File: config.mk
export PLATFORM = sky130hd
export DESIGN_NAME = note_dispatcher
export DESIGN_NICKNAME = d
export VERILOG_FILES = /design/src/rtl/MIDI.sv /design/src/rtl/note_dispatcher_pkg.sv /design/src/rtl/voice_allocator.sv /design/src/rtl/note_dispatcher.sv
export SDC_FILE = /design/constraint.sdc
export NUM_CORES = 1
export LEC_CHECK = 0
export BUFFER_PORTS_ARGS = -buffer_cell sky130_fd_sc_hd__buf_2
export CORE_MARGIN = 8
export CORE_UTILIZATION = 29
export CTS_CLUSTER_SIZE = 25
export DETAILED_ROUTE_END_ITERATION = 12
export PLACE_DENSITY = 0.43
export SYNTH_ARGS = -nofsm -noshare
export SYNTH_HDL_FRONTEND = slang
export SYNTH_SLANG_ARGS = --single-unit
File: constraint.sdc
create_clock -name clock_50_000_000 -period 9.8 [get_ports clock_50_000_000]
set_clock_uncertainty 0.05 [all_clocks]
set_input_delay 1.47 -clock clock_50_000_000 [delete_from_list [all_inputs] [get_ports clock_50_000_000]]
set_output_delay 1.47 -clock clock_50_000_000 [all_outputs]
set_load 0.05 [all_outputs]
File: src/rtl/MIDI.sv
// MIDI message and note-change types shared by the decoder, dispatcher and pipelines.
// Exports message_t, note_change_t, ON/OFF and the controller numbers used here.
package MIDI;

    typedef enum logic [1:0] {
        NOTE_OFF       = 2'd0,
        NOTE_ON        = 2'd1,
        CONTROL_CHANGE = 2'd2
    } message_type_t;

    typedef enum logic {
        OFF = 1'b0,
        ON  = 1'b1
    } note_state_t;

    localparam logic [6:0] CC_SUSTAIN       = 7'd64;
    localparam logic [6:0] CC_ALL_NOTES_OFF = 7'd123;

    typedef struct packed {
        message_type_t message_type;
        logic [3:0]    channel;
        logic [6:0]    data_byte1;
        logic [6:0]    data_byte2;
    } message_t;

    typedef struct packed {
        note_state_t state;
        logic [6:0]  note_number;
        logic [6:0]  velocity;
    } note_change_t;

endpackage

File: src/rtl/note_dispatcher_pkg.sv
// Voice table entry and age helpers for note_dispatcher.
// The sustained flag only exists when SUSTAIN_PEDAL_EN is defined.
package note_dispatcher_pkg;

    // Widest age counter supported; AGE_WIDTH must not exceed this.
    localparam int VOICE_AGE_W = 16;

    typedef struct packed {
        logic                   active;
`ifdef SUSTAIN_PEDAL_EN
        logic                   sustained;
`endif
        logic [6:0]             note_number;
        logic [VOICE_AGE_W-1:0] age;
    } voice_t;

    function automatic logic [VOICE_AGE_W-1:0] age_inc(
        input logic [VOICE_AGE_W-1:0] age,
        input logic [VOICE_AGE_W-1:0] age_max
    );
        if (age >= age_max)
            return age_max;
        return age + {{(VOICE_AGE_W-1){1'b0}}, 1'b1};
    endfunction

endpackage

File: src/rtl/voice_allocator.sv
// Combinational search over the voice table: same-note match, lowest free voice,
// oldest sustained voice (SUSTAIN_PEDAL_EN) and oldest active voice.
// Ports: voices (table), note_number (query), match_hit/match_idx, alloc_idx, alloc_steal.
module voice_allocator
    import note_dispatcher_pkg::*;
#(
    parameter int PIPELINE_COUNT = 4,
    localparam int IDX_W = (PIPELINE_COUNT > 1) ? $clog2(PIPELINE_COUNT) : 1
) (
    input  voice_t [PIPELINE_COUNT-1:0] voices,
    input  logic [6:0]                  note_number,
    output logic                        match_hit,
    output logic [IDX_W-1:0]            match_idx,
    output logic [IDX_W-1:0]            alloc_idx,
    output logic                        alloc_steal
);

    logic                   free_hit;
    logic [IDX_W-1:0]       free_idx;
    logic                   old_hit;
    logic [IDX_W-1:0]       old_idx;
    logic [VOICE_AGE_W-1:0] old_age;
`ifdef SUSTAIN_PEDAL_EN
    logic                   sus_hit;
    logic [IDX_W-1:0]       sus_idx;
    logic [VOICE_AGE_W-1:0] sus_age;
`endif

    always_comb begin
        match_hit = 1'b0;
        match_idx = '0;
        free_hit  = 1'b0;
        free_idx  = '0;
        old_hit   = 1'b0;
        old_idx   = '0;
        old_age   = '0;
`ifdef SUSTAIN_PEDAL_EN
        sus_hit   = 1'b0;
        sus_idx   = '0;
        sus_age   = '0;
`endif
        // Strict '>' keeps the lowest index on an age tie.
        for (int i = 0; i < PIPELINE_COUNT; i++) begin
            if (voices[i].active) begin
                if (!match_hit && voices[i].note_number == note_number) begin
                    match_hit = 1'b1;
                    match_idx = IDX_W'(i);
                end
                if (!old_hit || voices[i].age > old_age) begin
                    old_hit = 1'b1;
                    old_idx = IDX_W'(i);
                    old_age = voices[i].age;
                end
`ifdef SUSTAIN_PEDAL_EN
                if (voices[i].sustained && (!sus_hit || voices[i].age > sus_age)) begin
                    sus_hit = 1'b1;
                    sus_idx = IDX_W'(i);
                    sus_age = voices[i].age;
                end
`endif
            end else if (!free_hit) begin
                free_hit = 1'b1;
                free_idx = IDX_W'(i);
            end
        end
    end

    always_comb begin
        alloc_idx   = old_idx;
        alloc_steal = 1'b1;
        if (match_hit) begin
            alloc_idx   = match_idx;
            alloc_steal = 1'b0;
        end else if (free_hit) begin
            alloc_idx   = free_idx;
            alloc_steal = 1'b0;
`ifdef SUSTAIN_PEDAL_EN
        end else if (sus_hit) begin
            alloc_idx   = sus_idx;
            alloc_steal = 1'b1;
`endif
        end
    end

endmodule

File: src/rtl/note_dispatcher.sv
// Turns decoded MIDI messages into registered per-pipeline note changes with channel
// filtering, retrigger and oldest-voice stealing. Optional macro: SUSTAIN_PEDAL_EN.
// Ports: clock_50_000_000, reset (async, high), listen_channel, omni_en, message,
// message_ready in; pipeline_notes, pipeline_notes_ready, voices_active, voice_stolen out.
module note_dispatcher
    import MIDI::*;
    import note_dispatcher_pkg::*;
#(
    parameter int PIPELINE_COUNT = 4,
    parameter int AGE_WIDTH      = 8
) (
    input  logic                              clock_50_000_000,
    input  logic                              reset,
    input  logic [3:0]                        listen_channel,
    input  logic                              omni_en,
    input  MIDI::message_t                    message,
    input  logic                              message_ready,
    output MIDI::note_change_t [PIPELINE_COUNT-1:0] pipeline_notes,
    output logic [PIPELINE_COUNT-1:0]         pipeline_notes_ready,
    output logic [PIPELINE_COUNT-1:0]         voices_active,
    output logic                              voice_stolen
);

    localparam int IDX_W = (PIPELINE_COUNT > 1) ? $clog2(PIPELINE_COUNT) : 1;
    localparam logic [VOICE_AGE_W-1:0] AGE_MAX = VOICE_AGE_W'((1 << AGE_WIDTH) - 1);

    voice_t [PIPELINE_COUNT-1:0]       voices_q;
    voice_t [PIPELINE_COUNT-1:0]       voices_d;
    note_change_t [PIPELINE_COUNT-1:0] notes_d;
    logic [PIPELINE_COUNT-1:0]         ready_d;
    logic                              stolen_d;
`ifdef SUSTAIN_PEDAL_EN
    logic                              sustain_q;
    logic                              sustain_d;
`endif

    logic             accept;
    logic             is_on;
    logic             is_off;
    logic             is_cc;
    logic             match_hit;
    logic [IDX_W-1:0] match_idx;
    logic [IDX_W-1:0] alloc_idx;
    logic             alloc_steal;

    assign accept = message_ready &
                    (omni_en | (message.channel == listen_channel));
    // Velocity-0 NOTE_ON is a NOTE_OFF in disguise.
    assign is_on  = (message.message_type == NOTE_ON) && (message.data_byte2 != 7'd0);
    assign is_off = (message.message_type == NOTE_OFF) ||
                    ((message.message_type == NOTE_ON) && (message.data_byte2 == 7'd0));
    assign is_cc  = (message.message_type == CONTROL_CHANGE);

    voice_allocator #(
        .PIPELINE_COUNT(PIPELINE_COUNT)
    ) u_alloc (
        .voices      (voices_q),
        .note_number (message.data_byte1),
        .match_hit   (match_hit),
        .match_idx   (match_idx),
        .alloc_idx   (alloc_idx),
        .alloc_steal (alloc_steal)
    );

    always_comb begin
        voices_d  = voices_q;
        notes_d   = pipeline_notes;
        ready_d   = '0;
        stolen_d  = 1'b0;
`ifdef SUSTAIN_PEDAL_EN
        sustain_d = sustain_q;
`endif
        if (accept) begin
            unique case (1'b1)
                is_on: begin
                    for (int i = 0; i < PIPELINE_COUNT; i++) begin
                        if (IDX_W'(i) == alloc_idx) begin
                            voices_d[i].active      = 1'b1;
`ifdef SUSTAIN_PEDAL_EN
                            voices_d[i].sustained   = 1'b0;
`endif
                            voices_d[i].note_number = message.data_byte1;
                            voices_d[i].age         = '0;
                            notes_d[i] = '{state: ON,
                                           note_number: message.data_byte1,
                                           velocity: message.data_byte2};
                            ready_d[i] = 1'b1;
                        end else if (voices_q[i].active) begin
                            voices_d[i].age = age_inc(voices_q[i].age, AGE_MAX);
                        end
                    end
                    stolen_d = alloc_steal;
                end
                is_off: begin
                    for (int i = 0; i < PIPELINE_COUNT; i++) begin
                        if (match_hit && IDX_W'(i) == match_idx) begin
`ifdef SUSTAIN_PEDAL_EN
                            if (sustain_q) begin
                                voices_d[i].sustained = 1'b1;
                            end else begin
                                voices_d[i].active = 1'b0;
                                notes_d[i] = '{state: OFF,
                                               note_number: voices_q[i].note_number,
                                               velocity: message.data_byte2};
                                ready_d[i] = 1'b1;
                            end
`else
                            voices_d[i].active = 1'b0;
                            notes_d[i] = '{state: OFF,
                                           note_number: voices_q[i].note_number,
                                           velocity: message.data_byte2};
                            ready_d[i] = 1'b1;
`endif
                        end
                    end
                end
                is_cc: begin
                    if (message.data_byte1 == CC_ALL_NOTES_OFF) begin
                        for (int i = 0; i < PIPELINE_COUNT; i++) begin
                            if (voices_q[i].active) begin
                                voices_d[i].active = 1'b0;
`ifdef SUSTAIN_PEDAL_EN
                                voices_d[i].sustained = 1'b0;
`endif
                                notes_d[i] = '{state: OFF,
                                               note_number: voices_q[i].note_number,
                                               velocity: 7'd0};
                                ready_d[i] = 1'b1;
                            end
                        end
`ifdef SUSTAIN_PEDAL_EN
                    end else if (message.data_byte1 == CC_SUSTAIN) begin
                        // Bit 6 set means value >= 64.
                        sustain_d = message.data_byte2[6];
                        if (!message.data_byte2[6]) begin
                            for (int i = 0; i < PIPELINE_COUNT; i++) begin
                                if (voices_q[i].active && voices_q[i].sustained) begin
                                    voices_d[i].active    = 1'b0;
                                    voices_d[i].sustained = 1'b0;
                                    notes_d[i] = '{state: OFF,
                                                   note_number: voices_q[i].note_number,
                                                   velocity: 7'd0};
                                    ready_d[i] = 1'b1;
                                end
                            end
                        end
`endif
                    end
                end
                default: ;
            endcase
        end
    end

    always_ff @(posedge clock_50_000_000 or posedge reset) begin
        if (reset) begin
            voices_q             <= '0;
            pipeline_notes       <= '0;
            pipeline_notes_ready <= '0;
            voice_stolen         <= 1'b0;
`ifdef SUSTAIN_PEDAL_EN
            sustain_q            <= 1'b0;
`endif
        end else begin
            voices_q             <= voices_d;
            pipeline_notes       <= notes_d;
            pipeline_notes_ready <= ready_d;
            voice_stolen         <= stolen_d;
`ifdef SUSTAIN_PEDAL_EN
            sustain_q            <= sustain_d;
`endif
        end
    end

    always_comb begin
        voices_active = '0;
        for (int i = 0; i < PIPELINE_COUNT; i++)
            voices_active[i] = voices_q[i].active;
    end

endmodule

==> results.md, run 1 <==
* Outcome: complete, no violations
* Setup TNS at 0 ns
* # diodes at 0
* Clock Power Share at 0.229
* Synth Register Bits at around 160
* CTS Buf Count at 17
* Worst rel slew slack at 0.351
* Largest net degree at the start of global routing at 71
* XOR/XNOR Fraction of Synth Area at 0.0303
* Routed WL at roughly 27000 um
* Final setup viols at 0
* Crit end category: register
* Placed Instance Area at 10000 um2
* Fin crit share at 0.850
* Register area at 4030 um2
* Clock sinks at 161
* Fmax at 120 MHz
* Drt drc at 0
* Final slew viol count at 0
* Min-delay src: pipeline_notes[44]
* Asr flop ratio synth at 1.00
* Final ANT Viol Nets at 0
* Internal Power at 1640 uW
* Final hold violation count at 0
* GP Congestion at 0.821
* Total track usage at 0.144
* Resize count post-CTS at 0
* Worst Path Required at 10.06 ns
* Area of the multi-input gates at 4880 um2
* Area growth syn-to-layout at 15.1%
* First-pass DRT Iterations at 5
* Area leader, netlist: dfrtp_1
* PortBufs at between 90 and 100
* Crit path max fanout at 31
* Std cell rows at 65
* Reg-to-reg slack, setup at 1.47 ns
* Final Cell Area at 10600 um2
* Post-synthesis mux area share at 0.0873
* Tmin final at 8.33 ns
* Die footprint at 37800 um2
* RSZ-0062 raised after global routing: false
* Initial DRC Count at 491
* Type of the most critical hold path: reg2reg
* Switching share of power at 0.449
* Hold EP: pipeline_notes[44]
* Synth Area in Compound Gates at 0.161
* Critical path class: reg2reg
* Setup crit start: voices_active[0]
* # Post-CTS Setup Buffers at 0
* Via/cell ratio at 5.06
* Number of synthesized flops with an enable pin at 0
* Distinct cells, synth at 73
* Die H at 195 um
* Number of max-cap violations at 0
* Grt ovf at 0
* Type of origin of the critical path: register
* Number of H-tree levels at 4
* DR WL/cell at 19.0 um
* Hold path cells at 1
* Mapped cell area at 9240 um2
* R2R depth at 27
* CTS Hold Bufs at 0
* Clk slew on worst S/H paths at 0.07 ns
* Ys Warns at 0
* DIE WIDTH at 195 um
* Synth Area in Simple Gates at 0.178
* Switching power at ~1300 uW
* Syn Area/Cell at 9.88 um2
* Worst slew pin tran at 0.974 ns
* Root Buffer: clkbuf_16
* I/O pin count at 97
* Primary FF master, synth: dfrtp_1
* Synth Instances at 935
* Synth area leaders: dfrtp_1, ha_1, nand2_1
* Longest Clk Path Bufs at 2
* Largest family of logic cells by synthesized area: simple AND/OR/NAND/NOR gates
* Vias at 7230
* CTS tree: done
* Syn Nets at 1015
* CP Data Arrival Time at 8.59 ns
* Reg power frac at 0.337
* Initial Util at 0.294
* Fraction of the yosys area taken by sequential cells at 0.436
* Launch point of the worst reg-to-reg path: voices_active[0]
* Layout cells sized above 1 at 0.204
* Fill count at 3245
* Synth top area share at 0.436
* RR Endpoint: voices_q[90]
* Power density over the cells at 280 nW/um2
* Dpl hpwl at 19700 um
* Leakage Power at 0.00528 uW
* Final Net Count at 1093
* Peak supply drop at around 160 uV
* Core Box Area at 31500 um2
* First-pass GRT wire length at ~44000 um
* Antenna violations before repair at 0
* Vias in the first global route at 7302
* Adder-cell area share of the yosys netlist at 0.0704
* Combinational power share at 0.433
* Clk_lat worst skew at 0.43 ns
Yosys cell counts (9+ instances only):
library cell    n
a21o_1         12
a21oi_1        64
a22o_1         15
a22oi_1        10
and2_1         22
and3_1         14
buf_4          11
clkbuf_1       24
dfrtp_1       161
ha_1           52
inv_1          24
mux2_1         23
mux2_2         46
nand2_1       150
nand3_1        20
nand4_1        17
nor2_1         43
nor2b_1        18
nor3_1          9
nor4_1         11
o211ai_1        9
o21ai_0        40
xnor2_1        20
xor2_1         12
cell type report:
type | instances | share of cell area
multi-input cells | 706 | 0.459
flip-flops and latches | 161 | 0.379
inverters | 24 | 0.00894
clock inverters | 14 | 0.0144
clock buffers | 18 | 0.0413
repair buffers | 103 | 0.0501
well taps | 402 | 0.0473
cells by family after synthesis:
kind of cell / after synthesis
AOI/OAI and AO/OA: 215
xor gates and xnor gates: 32
adders and majority gates: 52
buffers and inverters: 68
DFF: 161
muxes: 71
and+or+nand+nor: 336
flip-flops by register name, summed over array words and instances (netlist names):
signal / flops
voices_q: 92
pipeline_notes: 60
pipeline_notes_ready: 4
voices_active: 4
voice_stolen: 1
routing by layer:
| layer | wire [um] | part of all wire | up-vias | GRT usage |
|---|---|---|---|---|
| met3 | 864 | 0.032 | 19 | 0.0269 |
| li1 | - | - | 3515 | - |
| met4 | 295 | 0.011 | 0 | 0.0382 |
| met2 | 12500 | 0.46 | 99 | 0.224 |
| met5 | 0 | 0 | - | 0 |
| met1 | 13500 | 0.50 | 3597 | 0.203 |
how the worst max path moves through the flow:
stage               slack, ns                  to
global route             0.84         voices_q[1]
detailed placement       1.46        voices_q[90]
global placement         1.63  pipeline_notes[26]
CTS                      1.41        voices_q[90]
floorplan                2.08  pipeline_notes[15]
finish                   1.47        voices_q[90]
stage by stage:
| stage | total power (uW) | setup WS, ns | hold slack (ns) | util | instances |
|---|---|---|---|---|---|
| floorplan | 2000 | 2.08 | 0.433 | - | 935 |
| global placement | 2310 | 1.63 | 0.408 | 0.319 | 1396 |
| detailed placement | 2320 | 1.46 | 0.411 | 0.319 | 1396 |
| CTS | 3020 | 1.41 | 0.433 | 0.338 | 1428 |
| global route | 3170 | 0.844 | 0.458 | 0.338 | 1428 |
| finish | 2980 | 1.47 | 0.429 | 0.338 | 1428 |
power groups by stage:
stage	Combinational, uW	Clock (uW)	Sequential (uW)
floorplan	674	0	1320
CTS	1310	707	1010
global placement	1300	0	1020
finish	1290	683	1010
global route	1400	734	1030
detailed placement	1300	0	1020
layout by cell type (no fill, tap or decap), drive strengths merged, types with 3 or more instances in the layout:
| cell | n |
|---|---|
| clkinv | 4 |
| nor4 | 14 |
| xnor2 | 20 |
| o21a | 7 |
| nor3 | 9 |
| a211o | 3 |
| nor2b | 18 |
| o2bb2ai | 7 |
| and2 | 23 |
| a211oi | 6 |
| clkinvlp | 3 |
| o211ai | 10 |
| nand2 | 154 |
| nand2b | 7 |
| a31oi | 6 |
| a21o | 12 |
| a22oi | 10 |
| inv | 29 |
| ha | 52 |
| a22o | 15 |
| and3 | 14 |
| nor2 | 44 |
| a21boi | 4 |
| nand3 | 21 |
| dfrtp | 161 |
| buf | 103 |
| and4 | 7 |
| xor2 | 12 |
| a32o | 4 |
| o21ai | 41 |
| nand4 | 18 |
| mux2 | 71 |
| clkbuf | 18 |
| o31ai | 9 |
| a21oi | 64 |
critical path, cell delays in order, from the launching register on:
cell and delay [ns]:
dfrtp_1 0.55, buf_4 0.33, nand2_1 0.12, ha_1 0.32
nand4_1 0.11, nor4_2 0.38, a21boi_1 0.26, o311a_1 0.69
nor2_1 0.13, a21oi_1 0.34, ha_1 0.30, nand2_1 0.12
nor3_1 0.06, a2111o_1 0.41, o31a_1 0.36, o21ai_1 0.15
buf_4 0.29, nand2_1 0.08, o21ai_0 0.11, ha_1 0.29
a21o_1 0.18, a21oi_1 0.12, o21ai_1 0.07, or4_4 0.54
a211o_1 0.33, a31oi_1 0.27, nand2b_1 0.80, mux2_2 0.42
Power figures use the tool's default switching activity.
==> inputs of run 2 (changes only) <==
Clock period 9.8 ns to 8.1 ns, I/O delays scaled along.
==> results.md, run 2 (synthesis gave the netlist of run 1 again) <==
* Outcome: complete, no violations
* Clock sinks at 161 (unchanged)
* Grt ovf at 0 (unchanged)
* Final hold violation count at 0 (unchanged)
* Hold path cells at 1 (unchanged)
* Initial DRC Count at 412 (-16%)
* CTS Buf Count at 17 (unchanged)
* PortBufs at 96 (unchanged)
* Vias at 7184 (-0.64%)
* Slowest cell on the critical path: or4_4
* Delay of the slowest cell on the worst path at 0.56 ns (-0.24 ns)
* Largest Register: voices_q
* Fill count at 3226 (-0.59%)
* DR WL/cell at 18.5 um (-2.6%)
* Number of max-cap violations at 0 (unchanged)
* Type of the most critical hold path: reg2reg
* Power density over the cells at 340 nW/um2 (+21%)
* CTS tree: done
* Hold slack at 0.434 ns (+0.00492 ns)
* Biggest regs: voices_q x92, pipeline_notes x60
* Peak supply drop at 168 uV (+3.4%)
* Worst slew pin tran at 0.914 ns (-0.0594 ns)
* # Post-CTS Setup Buffers at 0 (unchanged)
* First-pass DRT Iterations at 5 (unchanged)
* Leading cell type in the layout, fill and taps excluded: dfrtp_1
* Type of origin of the critical path: register
* Largest net degree at the start of global routing at 94 (+32%)
* Layout cells sized above 1 at 0.214 (+0.0104)
* Fmax at 134 MHz (+12%)
* Root Buffer: clkbuf_16
* First-pass GRT wire length at 43200 um (-0.89%)
* Finished Layout Cells at 1434 (+0.42%)
* Leakage Power at 0.00532 uW (+0.86%)
* Antenna violations before repair at 0 (unchanged)
* Placed Instance Area at 10100 um2 (+0.52%)
* GP Congestion at 0.789 (-3.9%)
* Inst Count DP at 1403 (+0.50%)
* Clk slew on worst S/H paths at 0.07 ns (about the same)
* Max reg flops at 92 (unchanged)
* Final slew viol count at 0 (unchanged)
* R2R depth at 29 (+7.4%)
* Total track usage at 0.142 (-0.00192)
* Core Box Area at 31500 um2 (unchanged)
* Number of H-tree levels at 4 (unchanged)
* Area growth syn-to-layout at 16.0%
* Worst rel slew slack at 0.390 (+0.0396)
* Critical path class: reg2reg
* Via/cell ratio at 5.01 (-1.1%)
* Vias in the first global route at 7338 (+0.49%)
* Dpl hpwl at 19400 um (-1.7%)
* Final Net Count at 1100 (+0.64%)
* Die footprint at 37800 um2 (unchanged)
* Die H at 195 um (unchanged)
* Fin util at 0.341 (+0.00270)
* Most frequent cells in the layout: dfrtp_1, nand2_1, buf_2
* Drt drc at 0 (unchanged)
* DIE WIDTH at 195 um (unchanged)
* Final ANT Viol Nets at 0 (unchanged)
* I/O pin count at 97 (unchanged)
* Resize count post-CTS at 0 (unchanged)
* Longest Clk Path Bufs at 2 (unchanged)
* Fin crit share at 0.920 (+0.0703)
* Std cell rows at 65 (unchanged)
* Routed WL at 26600 um (-2.2%)
* CP Data Arrival Time at 7.71 ns (-0.88 ns)
* # diodes at 0 (unchanged)
* Crit path max fanout at 31 (unchanged)
* Tmin final at 7.45 ns (-0.875 ns)
* Final setup viols at 0 (unchanged)
* Setup TNS at 0 ns (unchanged)
* RSZ-0062 raised after global routing: false
* Crit end category: register
* Initial Util at 0.294 (unchanged)
* Worst Path Required at 8.36 ns (-1.70 ns)
* CTS Hold Bufs at 0 (unchanged)
* Cell mode on critical path: ha_1
* Clk_lat worst skew at 0.43 ns (about the same)
* Final Cell Area at 10700 um2 (+0.80%)
run 2: report_power, final:
part,switching (uW),internal (uW)
clock,364,468
combinational,1080,524
sequential,187,1020
total,1630,2010
run 2: per-stage QoR:
stage	power (uW)	worst slack, ns
floorplan	2420	0.377
global placement	2810	0.220
detailed placement	2820	0.0524
CTS	3670	0.0185
global route	3880	0.0424
finish	3640	0.645
run 2: worst paths after layout:
check | to | slack, ns | from
max reg2reg | pipeline_notes[23] | 0.65 | voices_active[0]
max in group asynchronous | voices_q[33] | 5.68 | reset
max | pipeline_notes[23] | 0.65 | voices_active[0]
min | pipeline_notes[44] | 0.43 | pipeline_notes[44]
min reg2reg | pipeline_notes[44] | 0.43 | pipeline_notes[44]
min in group asynchronous | pipeline_notes_ready[2] | 0.88 | reset
run 2: critical path: cells and delay by family (launching register included):
family	cells	cell delay [ns]
compound gates	12	2.88
simple gates	11	2.00
mux	1	0.37
flops	1	0.50
fa+ha+maj	3	0.91
buf+inv	2	0.59
run 2: cell type report:
| class | count | area (um2) | area share |
|---|---|---|---|
| timing repair buffer | 110 | 586 | 0.0546 |
| sequential | 161 | 4030 | 0.376 |
| clock inverter | 13 | 150 | 0.0140 |
| inverter | 24 | 95.1 | 0.00887 |
| tap | 402 | 503 | 0.0469 |
| multi-input combinational | 706 | 4910 | 0.459 |
| clock buffer | 18 | 439 | 0.0410 |
run 2: per-layer routing:
layer / part of all wire / GRT usage
met4: 0.015 / 0.0416
met5: 0 / 0
met3: 0.029 / 0.0288
met2: 0.45 / 0.214
met1: 0.51 / 0.203
